[config.mk]
export PLATFORM = sky130hd
export DESIGN_NAME = mem_access_controller
export DESIGN_NICKNAME = d
export VERILOG_FILES = /design/src/rtl/mem_ctrl_pkg.sv /design/src/rtl/wait_counter.sv /design/src/rtl/mem_access_controller.sv
export SDC_FILE = /design/constraint.sdc
export NUM_CORES = 1
export LEC_CHECK = 0
export CAP_MARGIN = 15
export CORE_MARGIN = 1.5
export CORE_UTILIZATION = 44
export DETAILED_ROUTE_END_ITERATION = 6
export PLACE_DENSITY = 0.81
export RECOVER_POWER = 50
export SYNTH_ARGS = -nofsm -noshare
export SYNTH_HDL_FRONTEND = slang
export SYNTH_SLANG_ARGS = --single-unit
[constraint.sdc]
create_clock -name clk -period 1.9 [get_ports clk]
set_clock_uncertainty 0.15 [all_clocks]
set_input_delay 0.38 -clock clk [delete_from_list [all_inputs] [get_ports clk]]
set_output_delay 0.38 -clock clk [all_outputs]
set_load 0.02 [all_outputs]
[src/rtl/mem_ctrl_pkg.sv]
// mem_ctrl_pkg: shared data-length, state and RAM-size encodings for mem_access_controller
package mem_ctrl_pkg;
  typedef enum logic [1:0] {DL_BYTE = 2'b00, DL_HALF = 2'b01, DL_WORD = 2'b10, DL_DOUBLE = 2'b11} dl_t;
  typedef enum logic [1:0] {S_IDLE, S_ACCESS, S_DONE, S_ERR} state_t;
  localparam logic [1:0] SZ_BYTE = 2'b00;
  localparam logic [1:0] SZ_HALF = 2'b01;
  localparam logic [1:0] SZ_WORD = 2'b10;
  function automatic logic is_misaligned(input logic [1:0] dl, input logic [1:0] a);
    return dl == DL_HALF ? a[0] : dl[1] ? |a : 1'b0;
  endfunction
endpackage

[src/rtl/wait_counter.sv]
// wait_counter: loadable down-counter with a zero flag, pacing the wait states of each RAM beat
module wait_counter #(
  parameter int W = 2
) (
  input  logic         clk,
  input  logic         reset,
  input  logic         load,
  input  logic         dec,
  input  logic [W-1:0] load_val,
  output logic         zero
);
  logic [W-1:0] cnt;
  always_ff @(posedge clk) begin
    if (reset) cnt <= '0;
    else cnt <= load ? load_val : dec ? cnt - W'(1) : cnt;
  end
  assign zero = cnt == '0;
endmodule

[src/rtl/mem_access_controller.sv]
// mem_access_controller: sequences data-RAM beats for MOV/RW/DL requests and returns MOC.
// Define ALIGN_CHECK_EN to trap misaligned halfword/word/doubleword requests in ERR.
module mem_access_controller
  import mem_ctrl_pkg::*;
#(
  parameter int WAIT_CYCLES = 2,
  parameter int ADDR_W      = 9
) (
  input  logic              clk,
  input  logic              reset,
  input  logic              MOV,
  input  logic              RW,
  input  logic [1:0]        DL,
  input  logic [31:0]       address,
  input  logic [63:0]       wr_data,
  input  logic [31:0]       ram_rdata,
  output logic              ram_en,
  output logic              ram_rw,
  output logic [1:0]        ram_size,
  output logic [ADDR_W-1:0] ram_addr,
  output logic [31:0]       ram_wdata,
  output logic [63:0]       rd_data,
  output logic              MOC,
  output logic              align_err
);
  localparam int CW = (WAIT_CYCLES > 0) ? $clog2(WAIT_CYCLES + 1) : 1;
  state_t state, next;
  dl_t lat_dl;
  logic [ADDR_W-1:0] lat_addr;
  logic [63:0] lat_wd;
  logic [31:0] ext;
  logic lat_rw, beat, cap, cap_beat, zero;
  logic start, last, dbl_first, load, dec, misaligned, err_n, unused_addr;
  assign unused_addr = ^address[31:ADDR_W];
`ifdef ALIGN_CHECK_EN
  assign misaligned = is_misaligned(DL, address[1:0]);
  assign err_n = state == S_ERR && !(align_err && !MOV);
`else
  assign misaligned = 1'b0;
  assign err_n = 1'b0;
`endif
  wait_counter #(.W(CW)) u_cnt (
    .clk(clk), .reset(reset), .load(load), .dec(dec), .load_val(CW'(WAIT_CYCLES)), .zero(zero)
  );
  always_ff @(posedge clk) begin
    if (reset) state <= S_IDLE;
    else state <= next;
  end
  always_comb begin
    start = state == S_IDLE && MOV;
    last = state == S_ACCESS && zero;
    dbl_first = lat_dl == DL_DOUBLE && !beat;
    load = start || last;
    dec = state == S_ACCESS && !zero;
    ext = lat_dl == DL_BYTE ? {24'h0, ram_rdata[7:0]} : lat_dl == DL_HALF ? {16'h0, ram_rdata[15:0]} : ram_rdata;
    next = state == S_IDLE ? (MOV ? (misaligned ? S_ERR : S_ACCESS) : S_IDLE)
         : state == S_ACCESS ? (zero && !dbl_first ? S_DONE : S_ACCESS)
         : MOV ? state : S_IDLE;
  end
  // Outputs trail the state by one edge; read capture lands on the final strobed cycle of a beat.
  always_ff @(posedge clk) begin
    if (reset) begin
      lat_addr <= '0;
      lat_rw <= 1'b0;
      lat_dl <= DL_BYTE;
      lat_wd <= '0;
      beat <= 1'b0;
      cap <= 1'b0;
      cap_beat <= 1'b0;
      ram_en <= 1'b0;
      ram_rw <= 1'b0;
      ram_size <= '0;
      ram_addr <= '0;
      ram_wdata <= '0;
      rd_data <= '0;
      MOC <= 1'b0;
      align_err <= 1'b0;
    end else begin
      if (start) begin
        lat_addr <= address[ADDR_W-1:0];
        lat_rw <= RW;
        lat_dl <= dl_t'(DL);
        lat_wd <= wr_data;
      end
      beat <= start ? 1'b0 : last && dbl_first ? 1'b1 : beat;
      cap <= last && lat_rw;
      cap_beat <= beat;
      ram_en <= state == S_ACCESS;
      ram_rw <= lat_rw;
      ram_size <= lat_dl == DL_DOUBLE ? SZ_WORD : lat_dl;
      ram_addr <= lat_addr + ADDR_W'({beat, 2'b00});
      ram_wdata <= beat ? lat_wd[63:32] : lat_wd[31:0];
      rd_data <= cap ? (cap_beat ? {ram_rdata, rd_data[31:0]} : {rd_data[63:32], ext}) : rd_data;
      MOC <= (state == S_DONE || state == S_ERR) && !(MOC && !MOV);
      align_err <= err_n;
    end
  end
endmodule

[After elaboration in Yosys (flattened, before gate mapping)]
Index checks and enable logic that the tools add are counted.
Word-level totals
  register bits: 193
  latch bits: 0
  memory bits (writable): 0
  memory bits (read-only): 0
  bits of input ports: 134
  output and inout port bits: 111
  logic and storage cells: 64
  memories kept: 0
Cells by class
  add/sub/neg operators: 2
  $mul: 0
  divide/modulo/power cells: 0
  $lt $le $gt $ge: 0
  equality and inequality tests: 6
  shift-type cells: 0
  mux-type cells: 11
  bitwise operators: 1
  reduce and logical (&&, ||, !) cells: 25
Operators by type and width (count)
  2-to-1 mux 32 bit: 3
  2-to-1 mux 2 bit: 7
  adder 9 x 3 -> 9 bit: 1
  logical AND 1 bit: 9
  == test 2 bit, second input constant: 3
  logical NOT 2 bit: 3
  OR reduction 2 bit: 3
  logical NOT 1 bit: 5
  == test 2 x 1 -> 1 bit, second input constant: 2
  AND reduction 2 bit: 2
  != test 3 x 1 -> 1 bit, second input constant: 1
  logical OR 1 bit: 2
  nonzero test 2 bit: 1
  subtractor 2 x 1 -> 2 bit, second input constant: 1
  2-to-1 mux 1 bit: 1
  NOT 1 bit: 1

[Longest topological paths before layout]
Gate-level depths: netlist of the first run.
  depth after elaboration: 7
  gate-level depth with buffers: 6
  gate-level depth less buffers: 5

[Hierarchy]
From an unflattened synthesis of the first run, not the netlist that was laid out.
Unflattened totals
  cell total of the unflattened synthesis: 786
  area, all modules: 6740.2 µm²
By module, submodules not included
  mem_access_controller: instances 1, cells an instance 773, area an instance 6613.8 µm², seq. area each 3823.7 µm²
  wait_counter: instances 1, cells an instance 13, area an instance 126.4 µm², seq. area each 40.0 µm²

[Least setup slack after synthesis of the first run]
No wires, ideal clock.
  path type: register -> register
  from: register state[1]
  to: register lat_wd[33]
  library setup time: 132 ps
  arrival: 1202 ps
  required time: 1618 ps
  path slack: 415 ps
  stages on the path, launching flop included: 7
  path buffers: 3
  clock period less this slack: 1485 ps
  cell sequence: dfxtp_1 > or3b_1 > clkbuf_1 > buf_6 > buf_6 > nand2_1 > a21oi_1
Between the ends
  cells in the longest elaborated chain, start to end: 2
Ends and longest elaborated chain
  from (decl): RTL line mem_access_controller.sv:27  | state_t state, next;
  from (signal assigned): RTL line mem_access_controller.sv:47  | else state <= next;
  logical NOT 2 bit: RTL line mem_access_controller.sv:50  | start = state == S_IDLE && MOV;
  logical AND 1 bit: RTL line mem_access_controller.sv:50
  to (signal assigned): RTL line mem_access_controller.sv:83  | lat_wd <= wr_data;
  to (decl): RTL line mem_access_controller.sv:30  | logic [63:0] lat_wd;
No other way between the ends.
A chain may end at the register's enable or synchronous reset.

[Final worst setup path of the first run]
  from: register ram_wdata[26]
  to: output port ram_wdata[26]
RTL lines
  from (decl): RTL line mem_access_controller.sv:21  | output logic [31:0] ram_wdata,
  from (signal assigned): RTL line mem_access_controller.sv:92  | ram_wdata <= beat ? lat_wd[63:32] : lat_wd[31:0];
No word-level cell between the ends.

==> run_results.csv, run 1 <==
group,metric,value,unit
timing,setup_viol,0,
cells_and_area,stdcell_count,1177,
placed_design,placedCellCount,1146,
outcome,outcome,"finished, final reports clean",
synth,synth_compound_area_share,11.6,%
cts,clockBufferDepth,2,
timing,finalHoldViolCount,0,
synth,ys_types,32,
worst_setup_path,cpPeakStageDelay,0.59,ns
cts,clock_latency,0.42,ns
drt,ant_nets,0,
pwr,power_density,951,nW/um^2
cells_and_area,syn2layout_area_growth,39.2,%
floorplanning,pin_count,245,
synth,yosys.area_share.simple,20.5,%
cts,path_clk_slew,0.07,ns
pwr,vdd_drop_max,0.738,mV
cells_and_area,drive_gt1_share,5.24,%
timing,period_needed,1.87,ns
run,drv_cap,0,
floorplanning,initial_utilization,45.6,%
placed_design,post-place-ws,-0.163,ns
cts,cts_tree,"built",
worst_setup_path,critPathBufInv,1,
timing,holdWs,0.0872,ns
timing,rsz0062_at_grt,"false",
synth,syn_inst,781,
floorplanning,row_count,44,
cts,post-cts-setup-buffer-count,0,
synth,yosys_most_used_dff,"dfxtp_1",
grt,grt_pass1_vias,5511,
synth,yosysSeqAreaShare,57.6,%
cells_and_area,nNetsFinal,1118,
synth,synth.area.mux_share,4.93,%
pwr,p_leak,3.67,nW
worst_setup_path,path_cells,"clkdlybuf4s50_1",
synth,synth_warnings,0,
drt,via_per_inst,4.92,
worst_setup_path,cp.required,1.37,ns
placed_design,place_congestion,0.775,
grt,grt_usage,20.9,%
floorplanning,core_area,14700,sq um
synth,synth_edf_count,0,
cts,h-tree-depth,4,
drt,drc,0,
drt,dr.pass1.iters,5,
floorplanning,die_h,126,microns
synth,ys_seq_elements,193,
cells_and_area,num_antenna_cells,0,
placed_design,dp_hpwl,10800,microns
cts,cts-root-buf,"clkbuf_16",
placed_design,portBuffers,220,
grt,antenna_found_initial,0,
synth,yosys.area_share.xor_xnor,0.392,%
worst_setup_path,slowest_stage,"clkdlybuf4s50_1",
synth,synth_area,6700,sq um
cts,cts.sinks,193,
grt,grt_start_max_net_pins,101,
drt,drt-total-wl,16600,microns
worst_setup_path,end_kind,"output port",
synth,synth.avg_cell_area,8.58,sq um
cts,cts_hold_buf,0,
timing,maxSlewViolCount,0,
worst_setup_path,worstPathArrival,1.34,ns
floorplanning,die_w,126,microns
floorplanning,dieArea,16000,sq um
grt,grt.overflow.total,0,
timing,fmax,536,MHz
synth,synthAdderAreaFrac,0.560,%
worst_setup_path,crit_type,"flop to output port",
drt,wl_per_cell,14.1,microns
timing,worst_slack,0.0330,ns
worst_setup_path,cp-start-kind,"flop",
synth,synth_top_family_by_area,"simple AND/OR/NAND/NOR gates",
worst_setup_path,crit_family,"buffers and inverters",
min_path,worstHoldPathType,"primary input to flop",
timing,max-slew-margin-rel,21.2,%
drt,vias,5796,
synth,synthArstFlopShare,0,%
worst_setup_path,cp_max_fo,1,
timing,period_share,98.3,%
pwr,power,8.87,mW
drt,drt_iter0_markers,251,
timing,tightest_slew,1.18,ns
cts,cts_buffers,17,
grt,grt_pass1_wl,26900,microns
synth,syn_nets,918,
final cells by class:
| class | instances | area (sq um) |
|---|---|---|
| repair buffers | 237 | 2070 |
| clock inverters | 11 | 128 |
| fillers | 1302 | 5370 |
| well taps | 184 | 230 |
| flip-flops and latches | 193 | 3860 |
| clock buffers | 20 | 467 |
| inverters | 2 | 7.51 |
| multi-input cells | 530 | 2560 |
worst reg2reg max path, stage by stage, from the launching register on:
cell      delay [ns]
dfxtp_1         0.39
or3b_2          0.53
clkbuf_2        0.29
nand2_1         0.15
a21oi_1         0.07
layout by cell type (no fill, tap or decap), types with 2 or more instances in the layout:
cell               n
ha_1               3
clkbuf_16         17
inv_6              2
xor2_1             2
nor2_1            56
nand2b_1           3
inv_1              2
bufinv_16          2
buf_12             2
mux2i_1           33
clkdlybuf4s50_1  122
clkinv_2           2
dlygate4sd2_1     67
clkinv_4           2
nor3b_1            2
clkbuf_1          31
clkbuf_2           4
clkinvlp_4         3
a22o_1             8
buf_4              9
dfxtp_1          192
and3b_1            2
and2_1             2
nor2b_1           11
nand2_1          254
o21ai_0            4
nor3_1             2
a21oi_1          135
nand3_1            3
clkbuf_8           3
through the flow:
step	TNS [ns]	utilization, %	cell area [sq um]
2_1_floorplan	0	-	6700
6_report	0	63.5	9330
4_1_cts	0	65.1	9570
3_3_place_gp	-7.89	61.6	9050
5_1_grt	0	63.5	9330
3_5_place_dp	-9.86	61.6	9050
path summary, 6_finish.rpt:
check,from,end,slack (ns),cells past startpoint
min,reset,rd_data[41],0.09,2
max,ram_wdata[26],ram_wdata[26],0.03,1
max reg2reg,state[1],lat_addr[7],0.14,4
min reg2reg,rd_data[41],rd_data[41],0.30,2
per-layer routing:
layer,up-vias,GRT usage (%),share of wire [%]
met1,2650,25.5,42
met3,12,7.13,9.1
li1,2929,-,-
met2,205,35.3,48
met4,0,5.88,0.82
met5,-,0,0
cells by family after synthesis:
kind of cell	Yosys count
other	1
muxes	33
AOI/OAI and AO/OA	149
buffers and inverters	58
xor gates and xnor gates	3
adders and majority gates	3
and+or+nand+nor	341
DFF	193
Yosys cell counts (all sizes together), types with 4 or more instances:
master,instances,area (sq um)
a21oi,135,676
a22o,8,70.1
buf,29,176
nor2b,11,68.8
nand2,254,953
clkbuf,27,101
o21ai,4,20.0
dfxtp,193,3860
mux2i,33,330
nor2,56,210
where the power goes:
part	internal, mW	switching, mW	total [mW]
clock network	2.04	1.50	3.55
logic	0.455	0.510	0.965
registers	4.25	0.107	4.36
total	6.75	2.12	8.87
state kept, by name, indices dropped and copies added (netlist names):
name	flops
lat_wd	64
rd_data	64
ram_wdata	32
lat_addr	9
ram_addr	9
lat_dl	2
ram_size	2
state	2
u_cnt.cnt	2
MOC	1
beat	1
cap	1
cap_beat	1
lat_rw	1
ram_en	1
ram_rw	1
what timing repair did:
action                     in CTS  in global routing
gates cloned                    0                  0
setup endpoints to repair      67                 30
resized for setup              67                 30
No activity file was read; power rests on OpenSTA's default activity.
==> run 2, diff against run 1 <==
--- a/config.mk
+++ b/config.mk
@@ -7,9 +7,9 @@
 export LEC_CHECK = 0
 export CAP_MARGIN = 15
 export CORE_MARGIN = 1.5
-export CORE_UTILIZATION = 44
+export CORE_UTILIZATION = 48
 export DETAILED_ROUTE_END_ITERATION = 6
-export PLACE_DENSITY = 0.81
+export PLACE_DENSITY = 0.87
 export RECOVER_POWER = 50
 export SYNTH_ARGS = -nofsm -noshare
 export SYNTH_HDL_FRONTEND = slang
==> constraint.sdc (replaced) <==
create_clock -name clk -period 2.4 [get_ports clk]
set_clock_uncertainty 0.15 [all_clocks]
set_input_delay 0.48 -clock clk [delete_from_list [all_inputs] [get_ports clk]]
set_output_delay 0.48 -clock clk [all_outputs]
set_load 0.02 [all_outputs]
==> run 2 against run 1 <==
- register-to-register slack better by 0.18 ns
- sequential power fell by 21%
- non-clock buffer count is 5 lower
- sequential share of layout area is 0.90 points lower
- die area decreased by 8.1%
- wire length increased by 1.1%
- combinational power shrank 18%
- critical path type is now flop to flop
- largest cell class unchanged
==> run_results.csv, run 2 (synthesis results as in run 1) <==
group,metric,value,unit
pwr,p_leak,3.37,nW
worst_setup_path,rrSetupSlack,0.32,ns
worst_setup_path,end_kind,"flop",
timing,rsz0062_at_grt,"false",
cts,post-cts-setup-buffer-count,0,
floorplanning,die_h,121,microns
cts,cts_hold_buf,0,
worst_setup_path,worstPathArrival,2.29,ns
cts,cts.repair.resized,0,
cells_and_area,nNetsFinal,1113,
timing,finalHoldViolCount,0,
floorplanning,die_w,121,microns
pwr,power_density,739,nW/um^2
floorplanning,dieArea,14700,sq um
cts,clockBufferDepth,2,
outcome,outcome,"finished, final reports clean",
floorplanning,initial_utilization,49.8,%
cells_and_area,drive_gt1_share,4.45,%
drt,via_per_inst,5.02,
grt,antenna_found_initial,0,
timing,fmax,481,MHz
worst_setup_path,cp.required,2.61,ns
drt,drt_iter0_markers,282,
placed_design,portBuffers,220,
run,drv_cap,0,
cts,h-tree-depth,4,
timing,period_share,86.6,%
placed_design,dp_hpwl,11100,microns
drt,vias,5843,
timing,tightest_slew,1.22,ns
grt,grt_start_max_net_pins,96,
cells_and_area,syn2layout_area_growth,42.2,%
timing,maxSlewViolCount,0,
cts,cts_buffers,17,
cts,cts_tree,"built",
drt,dr.pass1.iters,5,
worst_setup_path,cp-start-kind,"flop",
cells_and_area,final_common_cell,"nand2_1",
floorplanning,pin_count,245,
timing,period_needed,2.08,ns
cts,cts.sinks,193,
placed_design,place_congestion,0.778,
grt,grt_pass1_vias,5452,
timing,setup_viol,0,
cts,cts-root-buf,"clkbuf_16",
placed_design,placedCellCount,1133,
min_path,worstHoldPathType,"flop to flop",
cells_and_area,fin_area,9530,sq um
pwr,vdd_drop_max,0.462,mV
cts,path_clk_slew,0.07,ns
cells_and_area,post-route-util,70.9,%
floorplanning,core_area,13500,sq um
drt,wl_per_cell,14.4,microns
drt,drc,0,
placed_design,post_dp_cell_area,8990,sq um
timing,tns,0,ns
drt,ant_nets,0,
grt,grt_usage,23.1,%
cells_and_area,layout_common_cells,"254 x nand2_1, 218 x clkdlybuf4s50_1, 193 x dfxtp_1, 135 x a21oi_1, 56 x nor2_1",
worst_setup_path,crit_type,"flop to flop",
cells_and_area,stdcell_count,1165,
timing,holdWs,0.302,ns
worst_setup_path,cp_max_fo,10,
cells_and_area,num_antenna_cells,0,
cts,clock_latency,0.43,ns
drt,drt-total-wl,16800,microns
grt,grt_pass1_wl,26300,microns
floorplanning,row_count,42,
grt,grt.overflow.total,0,
cells_and_area,largestRegisters,"lat_wd (64), rd_data (64), ram_wdata (32)",
timing,max-slew-margin-rel,18.9,%
-- run 2: final timing paths --
check / start / to / depth (start not counted)
setup / recovery: cap_beat / rd_data[12] / 3
hold / removal: lat_rw / lat_rw / 2
setup reg to reg: cap_beat / rd_data[12] / 3
hold reg to reg: lat_rw / lat_rw / 2
-- run 2: through the flow --
step,total power [mW],setup WS (ns)
2_1_floorplan,3.95,0.816
3_3_place_gp,4.31,0.255
3_5_place_dp,4.33,0.231
4_1_cts,7.11,0.327
5_1_grt,7.33,0.166
6_report,7.05,0.321
-- run 2: final cells by class --
class / instances / area (sq um)
clock inverter: 12 / 133
timing repair buffer: 232 / 2300
sequential: 193 / 3860
tap: 176 / 220
clock buffer: 20 / 457
multi-input combinational: 530 / 2550
inverter: 2 / 7.51
fill: 1043 / 3920
-- run 2: layer usage --
| metal | global-route usage, % | vias to the layer above | part of all wire [%] |
|---|---|---|---|
| met5 | 0 | - | 0 |
| met4 | 8.31 | 0 | 1.8 |
| met3 | 8.88 | 26 | 9.9 |
| met2 | 40.6 | 237 | 49 |
| met1 | 25.2 | 2668 | 40 |
| li1 | - | 2912 | - |
-- run 2: worst max-delay path, stage by stage (launching register included) --
cell and delay (ns):
dfxtp_1 0.33, nand2b_1 0.32, nor3_1 0.95, a22o_1 0.27
-- run 2: report_power, final --
| part | internal [mW] | total, mW | leakage, nW | switching (mW) |
|---|---|---|---|---|
| logic | 0.387 | 0.794 | 1.53 | 0.407 |
| registers | 3.37 | 3.45 | 1.57 | 0.0864 |
| clock network | 1.59 | 2.80 | 0.271 | 1.21 |
